==> src/rtl/pipe_ctrl.sv <==
// pipe_ctrl: hazard controller for F/D/E stalls and bubbles, with mult/div busy tracking; PIPE_CTRL_PERF_EN adds stall/flush counters
module pipe_ctrl #(
    parameter int MUL_LAT = 4,
    parameter int DIV_LAT = 12
) (
    input  logic        clk,
    input  logic        reset,
    input  logic [4:0]  d_srcA,
    input  logic [4:0]  d_srcB,
    input  logic        D_uses_hilo,
    input  logic [4:0]  E_dstM,
    input  logic        E_mispredict,
    input  logic        E_md_start,
    input  logic        E_md_div,
    output logic        F_stall,
    output logic        D_stall,
    output logic        D_bubble,
    output logic        E_bubble,
    output logic        md_busy,
    output logic [31:0] stall_cycles,
    output logic [31:0] flush_cycles
);
    logic [3:0] md_cnt_q, md_cnt_d;
    logic       load_use, md_hazard;
    // a start reloads the occupancy (never accumulates); otherwise count down and hold at zero
    always_comb md_cnt_d = E_md_start ? (E_md_div ? 4'(DIV_LAT) : 4'(MUL_LAT))
                                      : md_cnt_q - {3'b0, md_cnt_q != 4'd0};
    // busy counter register
    always_ff @(posedge clk) md_cnt_q <= reset ? 4'd0 : md_cnt_d;
    assign md_busy   = md_cnt_q != 4'd0;
    assign load_use  = (E_dstM != 5'd0) && (E_dstM == d_srcA || E_dstM == d_srcB);
    assign md_hazard = md_busy && D_uses_hilo;
    // reset and mispredict flush D/E and win over any stall; the decode instruction is dead anyway
    assign {F_stall, D_stall, D_bubble, E_bubble} = (reset || E_mispredict)  ? 4'b0011 :
                                                    (load_use || md_hazard) ? 4'b1101 : 4'b0000;
`ifdef PIPE_CTRL_PERF_EN
    logic [31:0] stall_q, flush_q;
    // free-running event counters, wrapping at 2^32
    always_ff @(posedge clk) begin
        if (reset) begin
            stall_q <= '0;
            flush_q <= '0;
        end else begin
            stall_q <= stall_q + {31'b0, D_stall};
            flush_q <= flush_q + {31'b0, E_mispredict};
        end
    end
    assign stall_cycles = stall_q;
    assign flush_cycles = flush_q;
`else
    assign stall_cycles = '0;
    assign flush_cycles = '0;
`endif
endmodule

==> config.mk <==
export PLATFORM = sky130hd
export DESIGN_NAME = pipe_ctrl
export DESIGN_NICKNAME = d
export VERILOG_FILES = /design/src/rtl/pipe_ctrl.sv
export SDC_FILE = /design/constraint.sdc
export NUM_CORES = 1
export LEC_CHECK = 0
export ABC_AREA = 1
export CORE_UTILIZATION = 32
export DETAILED_ROUTE_END_ITERATION = 7
export PLACE_DENSITY = 0.87
export SLEW_MARGIN = 20
export SYNTH_ARGS = -nofsm -noshare
export SYNTH_HDL_FRONTEND = slang
export SYNTH_SLANG_ARGS = --single-unit
export TNS_END_PERCENT = 50
==> constraint.sdc <==
create_clock -name clk -period 1.9 [get_ports clk]
set_input_delay 0.285 -clock clk [delete_from_list [all_inputs] [get_ports clk]]
set_output_delay 0.285 -clock clk [all_outputs]
set_load 0.05 [all_outputs]
* Yosys cells after proc, flatten, opt, wreduce, memory -nomap -nowiden
Cells that the tools add are included.
** Word-level totals
- Input port bits :: 21
- Logic and storage cells :: 15
- Output and inout port bits :: 69
- Register bits :: 4
** Cells by class
- Multiplexer cells :: 4
- Equal/unequal tests :: 2
- Reductions and logical operators :: 7
- Add/sub/neg operators :: 1
** Operator list (number)
- $mux W4 :: 4
- $eq A5 B5 Y1 :: 2
- $reduce_bool A5 Y1 :: 1
- $reduce_bool A4 Y1 :: 1
- $sub A4 B1 Y4 :: 1
- $logic_or A1 B1 Y1 :: 3
- $logic_and A1 B1 Y1 :: 2

* Longest topological paths before layout
Gate-level depths: netlist of the first run.
- Depth after elaboration :: 6
- Gate-level depth with buffers :: 9
- Depth with buffers taken out :: 8

* Worst setup path after synthesis of the first run
Ideal clock, no wire load.
- Kind :: reg-to-output
- From :: reg md_cnt_q[2]
- To :: out F_stall
- Required time :: 1.615 ns
- Cell stages (with the launch flop) :: 6
- Path slack :: -0.169 ns
- Arrival :: 1.784 ns
- Buffers on the path :: 1
- Cells stage by stage :: dfxtp_1 > nor2_1 > nand3_1 > nand2_1 > a21oi_2 > buf_4
** Between the ends
- Longest elaborated chain between the ends :: 5
** RTL lines
- start, declared :: RTL line 23 : logic [3:0] md_cnt_q, md_cnt_d;
- start signal, assigned :: RTL line 29 : always_ff @(posedge clk) md_cnt_q <= reset ? 4'd0 : md_cnt_d;
- $reduce_bool A4 Y1 :: RTL line 30 : assign md_busy = md_cnt_q != 4'd0;
- via md_busy :: RTL line 19 : output logic md_busy,
- $logic_and A1 B1 Y1 :: RTL line 32 : assign md_hazard = md_busy && D_uses_hilo;
- $logic_or A1 B1 Y1 :: RTL line 35 : (load_use || md_hazard) ? 4'b1101 : 4'b0000;
- $mux W4 :: RTL line 35
- $mux W4 :: RTL line 34 : assign {F_stall, D_stall, D_bubble, E_bubble} = (reset || E_mispredict) ? 4'b0011 :
- end, declared :: RTL line 15 : output logic F_stall,
The timed path passes the listed nets, and every way through them passes these cells.

* Final worst setup path of the first run
- From :: in d_srcA[2]
- To :: out D_stall
** Between the ends
- Longest elaborated chain between the ends :: 6
** RTL lines
- start, declared :: RTL line 8 : input logic [4:0] d_srcA,
- $eq A5 B5 Y1 :: RTL line 31 : assign load_use = (E_dstM != 5'd0) && (E_dstM == d_srcA || E_dstM == d_srcB);
- $logic_or A1 B1 Y1 :: RTL line 31
- $logic_and A1 B1 Y1 :: RTL line 31
- $logic_or A1 B1 Y1 :: RTL line 35
- $mux W4 :: RTL line 35
- $mux W4 :: RTL line 34
- end, declared :: RTL line 16 : output logic D_stall,
No other way between the ends.

==> results.json, run 1 <==
{
  "h-tree-depth": 1,
  "yosysSeqAreaShare_pct": 8.88,
  "clock_skew_ns": 0.00318,
  "finalHoldViolations": 0,
  "vias": 673,
  "largest_reg_flops": 4,
  "wl_met1_um": 429,
  "rr_worst_depth": 7,
  "io_buffers": 25,
  "synthCells": 141,
  "crit_fanout": 2,
  "fin_crit_sh_pct": 93.2,
  "first_global_vias": 440,
  "final_util_pct": 40.4,
  "hpwlAfterDp_um": 1170,
  "gp_congestion": 0.690,
  "power_leakage_nw": 0.653,
  "hold_class": "flop to flop",
  "die_w_um": 55.1,
  "final_antenna_net_count": 0,
  "clk_pin_slew_worst_paths_ns": 0.03,
  "io_pins": 90,
  "dieArea_um2": 3040,
  "antenna_found_initial": 0,
  "synth_cell_type_count": 17,
  "vias_per_cell": 3.33,
  "cp.arrival_ns": 1.49,
  "syn_area_um2": 902,
  "cp-start-kind": "input port",
  "antenna_cells": 0,
  "cts_buffers": 3,
  "layout_common_cells": "conb_1, nand2_1, inv_1",
  "coreArea_um2": 2570,
  "syn2layout_area_growth_pct": 14.8,
  "synth_seq_cells": 4,
  "layout_commonest_cell": "conb_1",
  "wl_met3_um": 133,
  "grt_first_pass_wirelength_um": 1550,
  "drt_wl_total_um": 1270,
  "drtIter0Drc": 4,
  "largestRegisters": "md_cnt_q x4",
  "std_cell_rows": 18,
  "regMostFlops": "md_cnt_q",
  "cts.path.max_buffers": 2,
  "drc_errors": 0,
  "yosys_warnings": 0,
  "rsz0062_at_grt": "false",
  "period_minus_slack_ns": 1.77,
  "synth_area_per_cell_um2": 6.40,
  "avgRoutedWirePerCell_um": 6.31,
  "drt-pass1-iter-count": 2,
  "drive_gt1_share_pct": 11.0,
  "finalSetupTns_ns": 0,
  "drv_slew": 0,
  "synth.largest_area_cell": "buf_4",
  "setup_viol": 0,
  "ctsHoldBuffers": 0,
  "top_layer": "met4",
  "start_util_pct": 35.1,
  "cap_violations": 0,
  "grt_max_degree": 6,
  "status": "complete, no violations",
  "critPathCaptureType": "output pin",
  "p_per_area_nw_per_um2": 688,
  "gr-total-overflow": 0,
  "clock_latency_ns": 0.23,
  "fmax_mhz": 565,
  "criticalPathCategory": "input port to output pin",
  "cts.sinks": 4,
  "nets": 197,
  "wl_met2_um": 691,
  "cts_tree": "done",
  "hold_depth": 3,
  "synthTopCellsByArea": "buf_4, nand2_1, dfxtp_1",
  "whs_ns": 0.568,
  "required_ns": 1.62,
  "cts-root-buf": "clkbuf_4",
  "synth_top_area_share_pct": 54.1,
  "vdd.ir_drop.worst_mv": 0.420,
  "grt_use_total_pct": 7.50,
  "die_y_um": 55.1
}
-- synthesized netlist by cell type --
library cell / n
xnor2_1: 2
nand2_2: 2
nor3_1: 3
o21bai_1: 1
nand3_1: 5
a21oi_2: 1
dfxtp_1: 4
nor2_1: 10
buf_4: 65
inv_2: 2
a21oi_1: 1
conb_1: 1
xor2_1: 2
ha_1: 2
nand2_1: 22
o21ai_0: 1
inv_1: 17
-- power breakdown --
group          internal, mW  switching, mW  total (mW)
logic                 0.108          0.400       0.508
registers            0.0976        0.00483       0.102
clock network        0.0705         0.0319       0.102
-- stage by stage --
step / instance area (µm²) / setup slack (ns) / cells / power [mW]
2_1_floorplan: 1150 / 0.189 / 204 / 0.619
3_3_place_gp: 1030 / -0.0720 / 199 / 0.616
3_5_place_dp: 1030 / -0.0885 / 199 / 0.622
4_1_cts: 1030 / 0.0106 / 202 / 0.722
5_1_grt: 1040 / 0.0613 / 202 / 0.762
6_report: 1040 / 0.130 / 202 / 0.713
-- layer usage --
| layer | vias up | track usage, % |
|---|---|---|
| li1 | 352 | - |
| met1 | 269 | 6.28 |
| met2 | 50 | 14.7 |
| met3 | 2 | 0.820 |
| met4 | 0 | 7.50 |
| met5 | - | 0 |
-- worst paths after layout --
path / slack, ns / from / to
worst max-delay path: 0.13 / d_srcA[2] / D_stall
worst min-delay path: 0.57 / md_cnt_q[1] / md_cnt_q[1]
worst max register to register: 0.51 / md_cnt_q[2] / md_cnt_q[2]
worst min register to register: 0.57 / md_cnt_q[1] / md_cnt_q[1]
-- critical path, stage by stage --
cell and delay [ns]:
clkdlybuf4s50_1 0.47, xnor2_1 0.11, nand3_1 0.10, nand2_1 0.08, nand2_2 0.07, a21oi_4 0.20
buf_12 0.16
-- area by class of cell --
cell class              instances  area (µm²)
fillers                       288        1530
multi-input cells             116         512
repair buffers                 30         313
flip-flops and latches          4        80.1
inverters                      19        71.3
well taps                      30        37.5
clock buffers                   3        22.5
-- cells by family after synthesis --
kind of cell,Yosys count,share of synthesized area (%)
buffers and inverters,84,62.0
AND/OR/NAND/NOR,42,19.1
AO/OA/AOI/OAI,4,2.91
XOR/XNOR,4,3.88
flip-flops,4,8.88
adder cells (fa/ha/maj),2,2.77
other,1,0.416
-- what timing repair did --
action	CTS	global route
setup endpoints to repair	3	2
pin swaps	8	2
gates resized for setup	12	1
buffers inserted	0	0
Power figures use the tool's default switching activity.
==> run 2: changes to the inputs <==
- SLEW_MARGIN: 20 -> not set
==> results of run 2 <==
Final layout, timing and power as in run 1 (identical DEF).
